## src/rtl/psu_on_seq_ctrl_if.sv

```systemverilog
// Platform/PSU signal bundle for the PSU-on sequencer.
// The slave modport is the sequencer side; the master modport is the platform/PSU side.
interface psu_on_seq_ctrl_if;
  logic       iPwrEn;
  logic       iPsuPwrOk;
  logic       iFaultClr;
  logic       oPsOn;
  logic       oPwrGood;
  logic       oFault;
  logic [1:0] oFaultCode;
  logic [2:0] oState;

  modport slave (
    input  iPwrEn,
    input  iPsuPwrOk,
    input  iFaultClr,
    output oPsOn,
    output oPwrGood,
    output oFault,
    output oFaultCode,
    output oState
  );

  modport master (
    output iPwrEn,
    output iPsuPwrOk,
    output iFaultClr,
    input  oPsOn,
    input  oPwrGood,
    input  oFault,
    input  oFaultCode,
    input  oState
  );
endinterface

```

## src/rtl/psu_on_seq_ctrl.sv

```systemverilog
// PSU power-on sequencer: drives PS_ON, qualifies PWROK over a stability window,
// sequences shutdown with a minimum off dwell, and latches faults with a cause code.
module psu_on_seq_ctrl #(
  parameter int CNT_W      = 21,
  parameter int T_PWROK_TO = 2000000,
  parameter int T_STABLE   = 100000,
  parameter int T_OFF_DLY  = 100000
) (
  input  logic                iClk,
  input  logic                iRst,
  psu_on_seq_ctrl_if.slave    bus
);

  typedef enum logic [2:0] {
    ST_OFF      = 3'd0,
    ST_WAIT_OK  = 3'd1,
    ST_STABLE   = 3'd2,
    ST_ON       = 3'd3,
    ST_SHUTDOWN = 3'd4,
    ST_FAULT    = 3'd5
  } state_t;

  localparam logic [1:0] CODE_NONE    = 2'b00;
  localparam logic [1:0] CODE_TIMEOUT = 2'b01;
  localparam logic [1:0] CODE_STABLE  = 2'b10;
  localparam logic [1:0] CODE_ON      = 2'b11;

  // Windows elapse when the last cycle index (T-1) is sampled.
  localparam logic [CNT_W-1:0] LP_TO_LAST  = CNT_W'(T_PWROK_TO - 1);
  localparam logic [CNT_W-1:0] LP_STB_LAST = CNT_W'(T_STABLE - 1);
  localparam logic [CNT_W-1:0] LP_OFF_LAST = CNT_W'(T_OFF_DLY - 1);
  localparam logic [CNT_W-1:0] LP_CNT_MAX  = {CNT_W{1'b1}};

  state_t           r_state;
  logic [CNT_W-1:0] r_timer;
  logic             r_ps_on;
  logic             r_pwr_good;
  logic             r_fault;
  logic [1:0]       r_code;

  state_t           w_nxt_state;
  logic [1:0]       w_nxt_code;

  always_comb begin
    w_nxt_state = r_state;
    w_nxt_code  = CODE_NONE;
    case (r_state)
      ST_OFF: begin
        if (bus.iPwrEn) w_nxt_state = ST_WAIT_OK;
      end
      ST_WAIT_OK: begin
        if (!bus.iPwrEn) begin
          w_nxt_state = ST_SHUTDOWN;
        end else if (bus.iPsuPwrOk) begin
          w_nxt_state = ST_STABLE;
        end else if (r_timer == LP_TO_LAST) begin
          w_nxt_state = ST_FAULT;
          w_nxt_code  = CODE_TIMEOUT;
        end
      end
      ST_STABLE: begin
        if (!bus.iPwrEn) begin
          w_nxt_state = ST_SHUTDOWN;
        end else if (!bus.iPsuPwrOk) begin
          w_nxt_state = ST_FAULT;
          w_nxt_code  = CODE_STABLE;
        end else if (r_timer == LP_STB_LAST) begin
          w_nxt_state = ST_ON;
        end
      end
      ST_ON: begin
        // Commanded off outranks a simultaneous PWROK loss.
        if (!bus.iPwrEn) begin
          w_nxt_state = ST_SHUTDOWN;
        end else if (!bus.iPsuPwrOk) begin
          w_nxt_state = ST_FAULT;
          w_nxt_code  = CODE_ON;
        end
      end
      ST_SHUTDOWN: begin
        if (r_timer == LP_OFF_LAST) w_nxt_state = ST_OFF;
      end
      ST_FAULT: begin
        w_nxt_code = r_code;
        if (bus.iFaultClr && !bus.iPwrEn) begin
          w_nxt_state = ST_OFF;
          w_nxt_code  = CODE_NONE;
        end
      end
      default: begin
        w_nxt_state = ST_OFF;
        w_nxt_code  = CODE_NONE;
      end
    endcase
  end

  // State, timer and decoded outputs all update on the same edge.
  always_ff @(posedge iClk) begin
    if (iRst) begin
      r_state    <= ST_OFF;
      r_timer    <= '0;
      r_ps_on    <= 1'b0;
      r_pwr_good <= 1'b0;
      r_fault    <= 1'b0;
      r_code     <= CODE_NONE;
    end else begin
      r_state <= w_nxt_state;
      if (w_nxt_state != r_state) begin
        r_timer <= '0;
      end else if (r_timer != LP_CNT_MAX) begin
        r_timer <= r_timer + 1'b1;
      end
      r_ps_on    <= (w_nxt_state == ST_WAIT_OK) || (w_nxt_state == ST_STABLE) ||
                    (w_nxt_state == ST_ON);
      r_pwr_good <= (w_nxt_state == ST_ON);
      r_fault    <= (w_nxt_state == ST_FAULT);
      r_code     <= w_nxt_code;
    end
  end

  assign bus.oPsOn      = r_ps_on;
  assign bus.oPwrGood   = r_pwr_good;
  assign bus.oFault     = r_fault;
  assign bus.oFaultCode = r_code;
  assign bus.oState     = r_state;

endmodule
```

## src/flat_wrapper.sv

```systemverilog
// flat-port wrapper written by rule: the top's interface ports become plain ports
module psu_on_seq_ctrl_flat 
#(
  parameter int CNT_W      = 21,
  parameter int T_PWROK_TO = 2000000,
  parameter int T_STABLE   = 100000,
  parameter int T_OFF_DLY  = 100000
)
  (iClk, iRst, bus_iPwrEn, bus_iPsuPwrOk, bus_iFaultClr, bus_oPsOn, bus_oPwrGood, bus_oFault, bus_oFaultCode, bus_oState);
  psu_on_seq_ctrl_if bus_i ();
  input  logic iClk;
  input  logic iRst;
  input wire logic [$bits(bus_i.iPwrEn)-1:0] bus_iPwrEn;
  input wire logic [$bits(bus_i.iPsuPwrOk)-1:0] bus_iPsuPwrOk;
  input wire logic [$bits(bus_i.iFaultClr)-1:0] bus_iFaultClr;
  output wire logic [$bits(bus_i.oPsOn)-1:0] bus_oPsOn;
  output wire logic [$bits(bus_i.oPwrGood)-1:0] bus_oPwrGood;
  output wire logic [$bits(bus_i.oFault)-1:0] bus_oFault;
  output wire logic [$bits(bus_i.oFaultCode)-1:0] bus_oFaultCode;
  output wire logic [$bits(bus_i.oState)-1:0] bus_oState;
  assign bus_i.iPwrEn = bus_iPwrEn;
  assign bus_i.iPsuPwrOk = bus_iPsuPwrOk;
  assign bus_i.iFaultClr = bus_iFaultClr;
  assign bus_oPsOn = bus_i.oPsOn;
  assign bus_oPwrGood = bus_i.oPwrGood;
  assign bus_oFault = bus_i.oFault;
  assign bus_oFaultCode = bus_i.oFaultCode;
  assign bus_oState = bus_i.oState;
  psu_on_seq_ctrl #(.CNT_W(CNT_W), .T_PWROK_TO(T_PWROK_TO), .T_STABLE(T_STABLE), .T_OFF_DLY(T_OFF_DLY)) u_core (.iClk(iClk), .iRst(iRst), .bus(bus_i));
endmodule
```

## config.mk

```make
export PLATFORM = sky130hd
export DESIGN_NAME = psu_on_seq_ctrl_flat
export DESIGN_NICKNAME = d
export VERILOG_FILES = /design/src/rtl/psu_on_seq_ctrl_if.sv /design/src/rtl/psu_on_seq_ctrl.sv /design/src/flat_wrapper.sv
export SDC_FILE = /design/constraint.sdc
export NUM_CORES = 1
export LEC_CHECK = 0
export CORE_MARGIN = 1
export CORE_UTILIZATION = 56
export CTS_CLUSTER_SIZE = 25
export DETAILED_ROUTE_END_ITERATION = 7
export PLACE_DENSITY = 0.9
export SETUP_SLACK_MARGIN = 0.5
export SLEW_MARGIN = 20
export SYNTH_ARGS = -nofsm -noshare
export SYNTH_HDL_FRONTEND = slang
export SYNTH_SLANG_ARGS = --single-unit
```

## constraint.sdc

```tcl
create_clock -name iClk -period 2.8 [get_ports iClk]
set_clock_uncertainty 0.15 [all_clocks]
set_input_delay 0.56 -clock iClk [delete_from_list [all_inputs] [get_ports iClk]]
set_output_delay 0.56 -clock iClk [all_outputs]
set_load 0.02 [all_outputs]
```

==> Word-level counts from Yosys, hierarchy flattened <==
Cells that the tools add are included.
W data, S select, Z words.
{ "word_totals": {"regBits": 29, "inputBits": 5, "output_inout_bits": 8, "wordCells": 48} }
{ "op_classes": {"addsub": 1, "n_eq_ne": 14, "n_mux": 21, "reduce_logical": 6} }
{ "op_table": {"columns": ["op", "n"], "rows": [
  ["$mux W3", 11],
  ["$add A21 B1 Y21 const B", 1],
  ["$eq A21 B17 Y1 const B", 1],
  ["$eq A21 B21 Y1 const B", 1],
  ["$ne A21 B21 Y1 const B", 1],
  ["$pmux W3 S6", 1],
  ["$mux W2", 7],
  ["$eq A3 B2 Y1 const B", 4],
  ["$eq A3 B3 Y1 const B", 3],
  ["$pmux W2 S4", 1],
  ["$eq A3 B1 Y1 const B", 2],
  ["$logic_not A3 Y1", 1],
  ["$ne A3 B3 Y1", 1],
  ["$logic_or A1 B1 Y1", 2],
  ["$ne A2 B1 Y1 const B", 1],
  ["$reduce_or A2 Y1", 1],
  ["$logic_and A1 B1 Y1", 1],
  ["$logic_not A1 Y1", 1],
  ["$mux W1", 1]
]} }

==> Depth between registers and ports, before layout <==
{ "depth": {"word_depth": 8, "mapped_depth": 9, "depth_no_buf": 7} }

==> Worst setup path before layout <==
No wires, ideal clock.
{ "synth_path": {"path_kind": "register -> register", "from": "register u_core.r_timer[13]", "to": "register u_core.r_timer[14]", "setup_ns": 0.128, "t_arrival_ns": 2.212, "required_ns": 2.522, "slack_ns": 0.310, "path_stages_with_launch": 8, "synth_period_minus_slack_ns": 2.490, "cell_sequence": "dfxtp_1 -> or4b_1 -> or4b_1 -> nor4_2 -> a31oi_1 -> o211ai_2 -> buf_6 -> a211oi_1"} }
{ "synth_via": {"elab_chain_len": 7, "elab_cells_between_ends": 14} }
{ "synth_rtl": {"columns": ["item", "line_no", "rtl"], "rows": [
  ["start, declared", "psu_on_seq_ctrl.sv:35", "logic [CNT_W-1:0] r_timer;"],
  ["start signal, assigned", "psu_on_seq_ctrl.sv:111", "r_timer <= r_timer + 1'b1;"],
  ["$eq A21 B17 Y1 or $eq A21 B21 Y1 (tied branches)", "psu_on_seq_ctrl.sv:67, psu_on_seq_ctrl.sv:81, psu_on_seq_ctrl.sv:56", null],
  ["$mux W3, on equally long branches", "psu_on_seq_ctrl.sv:67, psu_on_seq_ctrl.sv:56", null],
  ["$mux W3, on equally long branches", "psu_on_seq_ctrl.sv:64, psu_on_seq_ctrl.sv:54", null],
  ["$mux W3, on equally long branches", "psu_on_seq_ctrl.sv:62, psu_on_seq_ctrl.sv:52", null],
  ["$pmux W3 S6", "psu_on_seq_ctrl.sv:47", "case (r_state)"],
  ["$ne A3 B3 Y1", "psu_on_seq_ctrl.sv:108", "if (w_nxt_state != r_state) begin"],
  ["$reduce_or A2 Y1 (no line)", null, null]
]} }
Several ways; a longest one is shown, not always the timed one.
A chain may end at the register's enable or synchronous reset.

==> Worst setup path after layout <==
Same ends and word-level chain as after synthesis.

==> impl_metrics.json <==
{
  "dp_slack_ps": 182.8,
  "mostFrequentLayoutCell": "dfxtp_1",
  "p_int_mw": 0.5889,
  "setup_viol": 0,
  "slew_violations": 0,
  "yosysTopAreaCellShare_pct": 39.73,
  "required_ps": 2860,
  "routabilityCongestion": 0.9166,
  "slew_headroom_pct": 63.86,
  "grt_pass1_wl_mm": 5.423,
  "power.density_mw_per_mm2": 458.6,
  "first_pass_iters": 4,
  "syn_inst": 175,
  "p_comb_share_pct": 13.6,
  "vias": 1414,
  "tns_ps": 0,
  "n_antenna_cell": 0,
  "final.fill_count": 199,
  "ys_seq_elements": 29,
  "yosysTopAreaCell": "dfxtp_1",
  "core_sq_mm": 0.002477,
  "yosysWarnings": 0,
  "viasPerCell": 6.284,
  "worstMarginPinSlew_ps": 528.5,
  "ys_types": 42,
  "synthFlopType": "dfxtp_1",
  "cts_hold_buf": 0,
  "irDropWorstVdd_mv": 0.4518,
  "grt_pass1_vias": 1278,
  "grt_max_degree": 22,
  "leakagePower_nw": 0.5824,
  "wl_per_cell_microns": 15.10,
  "nets": 201,
  "clkPwrFrac_pct": 32.5,
  "status": "completed",
  "clk_pin_slew_worst_paths_ps": 100,
  "syn_area_sq_mm": 0.001461,
  "cts_sinks": 29,
  "ant_nets": 0,
  "dieArea_sq_mm": 0.002818,
  "switching_share_pct": 26.32,
  "critPathArrivalTime_ps": 2550,
  "area_growth_pct": 19.26,
  "syn_nets": 181,
  "seq_area_frac_synth_pct": 39.73,
  "finalHoldViolCount": 0,
  "drive_above_1_share_pct": 15.38,
  "start_util_pct": 58.99,
  "die_y_microns": 53.09,
  "grt.overflow.total": 0,
  "max_cap_violations": 0,
  "period_needed_ps": 2489,
  "syn_area_per_cell_sq_um": 8.351,
  "synth-edff-count": 0,
  "rows": 18,
  "path_class": "register to register",
  "final_util_pct": 70.35,
  "synthTopCellsByArea": "dfxtp_1, nor2_1, xor2_1",
  "final_cell_mix": "dfxtp_1, nor2_1, nand2_1",
  "clock-root-buffer": "clkbuf_4",
  "hold_path_class": "register to register",
  "hpwlAfterDp_mm": 2.380,
  "die_w_microns": 53.09,
  "cts_buffers": 5,
  "min_period_over_period_pct": 88.89,
  "endpoint_kind": "register",
  "grt_usage_pct": 27.71,
  "clk_path_buf_depth": 2,
  "routed_wl_mm": 3.398,
  "startpoint_type": "register",
  "io_buffers": 12,
  "htreeDepth": 2,
  "drt_iter0_markers": 72,
  "synthArstFlopShare_pct": 0,
  "power_frac_seq_pct": 54.0,
  "postLayoutSetupSlackWorst_ps": 311.0,
  "rsz0062_at_grt": "true",
  "drc": 0,
  "clock_latency_ps": 340,
  "p_sw_mw": 0.2104,
  "fmax_mhz": 401.8,
  "antenna_found_initial": 0,
  "io_pins": 13,
  "tritoncts": "yes",
  "path_max_fanout": 21
}
power by group through the flow:
stage          clock network, mW  registers [mW]  logic, mW
2_1_floorplan                  0           0.445     0.0625
3_3_place_gp                   0           0.441     0.0974
3_5_place_dp                   0           0.442      0.102
4_1_cts                    0.266           0.432      0.107
5_1_grt                    0.288           0.433      0.117
6_report                   0.259           0.431      0.108
kinds of logic (layout without fill, tap and decap cells):
family          Yosys count  after routing  synth area share [%]
compound gates           29             29                 14.13
xor+xnor                 15             15                 8.989
fa+ha+maj                 1              1                0.8560
buf+inv                  10             30                 3.595
flops                    29             29                 39.73
mux                       1              1                0.6850
simple gates             90             90                 32.02
metal layers:
layer / share of wire, % / routed length (microns) / up-vias / GRT usage [%]
met5: 0 / 0 / - / 0
met4: 1.9 / 64 / 0 / 13.16
met3: 7.5 / 254 / 9 / 10.34
met2: 51 / 1723 / 61 / 51.48
met1: 40 / 1354 / 669 / 26.43
li1: - / - / 675 / -
sequential cells by signal, summed over array words and instances, names as in the netlist:
| name | count |
|---|---|
| u_core.bus.oPsOn | 1 |
| u_core.bus.oFaultCode | 2 |
| u_core.bus.oPwrGood | 1 |
| u_core.r_timer | 21 |
| u_core.bus.oFault | 1 |
| u_core.bus.oState | 3 |
critical path, stage by stage, from the launching register on:
cell	delay (ps)
dfxtp_4	350
or4b_4	520
or4b_4	510
nor4_4	270
a31oi_2	140
o211ai_2	200
buf_12	180
a211oi_1	50
synthesized netlist by cell type, drive strengths merged, types with 5 or more instances:
| cell | number |
|---|---|
| dfxtp | 29 |
| nor2 | 25 |
| nand2 | 19 |
| xor2 | 10 |
| nand3 | 9 |
| nand4 | 8 |
| a21oi | 6 |
| a31oi | 6 |
| a211oi | 5 |
| nor3 | 5 |
| xnor2 | 5 |
what timing repair did:
action | CTS | global route
buffers inserted | 4 | 1
setup endpoints to repair | 24 | 27
resized for setup | 9 | 1
pin swaps | 2 | 0
cell type report:
type	instances	area, sq um	area share (%)
multi-input combinational	136	862.1	49.46
clock buffer	7	55.05	3.159
tap	30	37.54	2.154
timing repair buffer	19	185.2	10.62
inverter	4	15.01	0.8615
sequential	29	588.1	33.74
path summary, 6_finish.rpt:
kind | endpoint | slack (ps) | startpoint | cells past startpoint
worst min register to register | u_core.bus.oFaultCode[0]$_SDFFE_PP0P_ | 320 | u_core.bus.oFaultCode[0]$_SDFFE_PP0P_ | 2
worst max register to register | u_core.r_timer[14]$_SDFFE_PP0P_ | 310 | u_core.r_timer[13]$_SDFFE_PP0P_ | 7
worst max-delay path | u_core.r_timer[14]$_SDFFE_PP0P_ | 310 | u_core.r_timer[13]$_SDFFE_PP0P_ | 7
worst min-delay path | u_core.bus.oFaultCode[0]$_SDFFE_PP0P_ | 320 | u_core.bus.oFaultCode[0]$_SDFFE_PP0P_ | 2
stage by stage:
stage               hold slack [ps]  total power [mW]  area, sq um  cells
CTS                           314.7            0.8047         1729    224
finish                        315.2            0.7993         1743    225
global route                  347.2            0.8378         1743    225
global placement              296.5            0.5385         1612    213
detailed placement            301.1            0.5437         1612    213
floorplan                     296.6            0.5072         1464    175
Note: power is estimated with default switching activity, not from simulation.
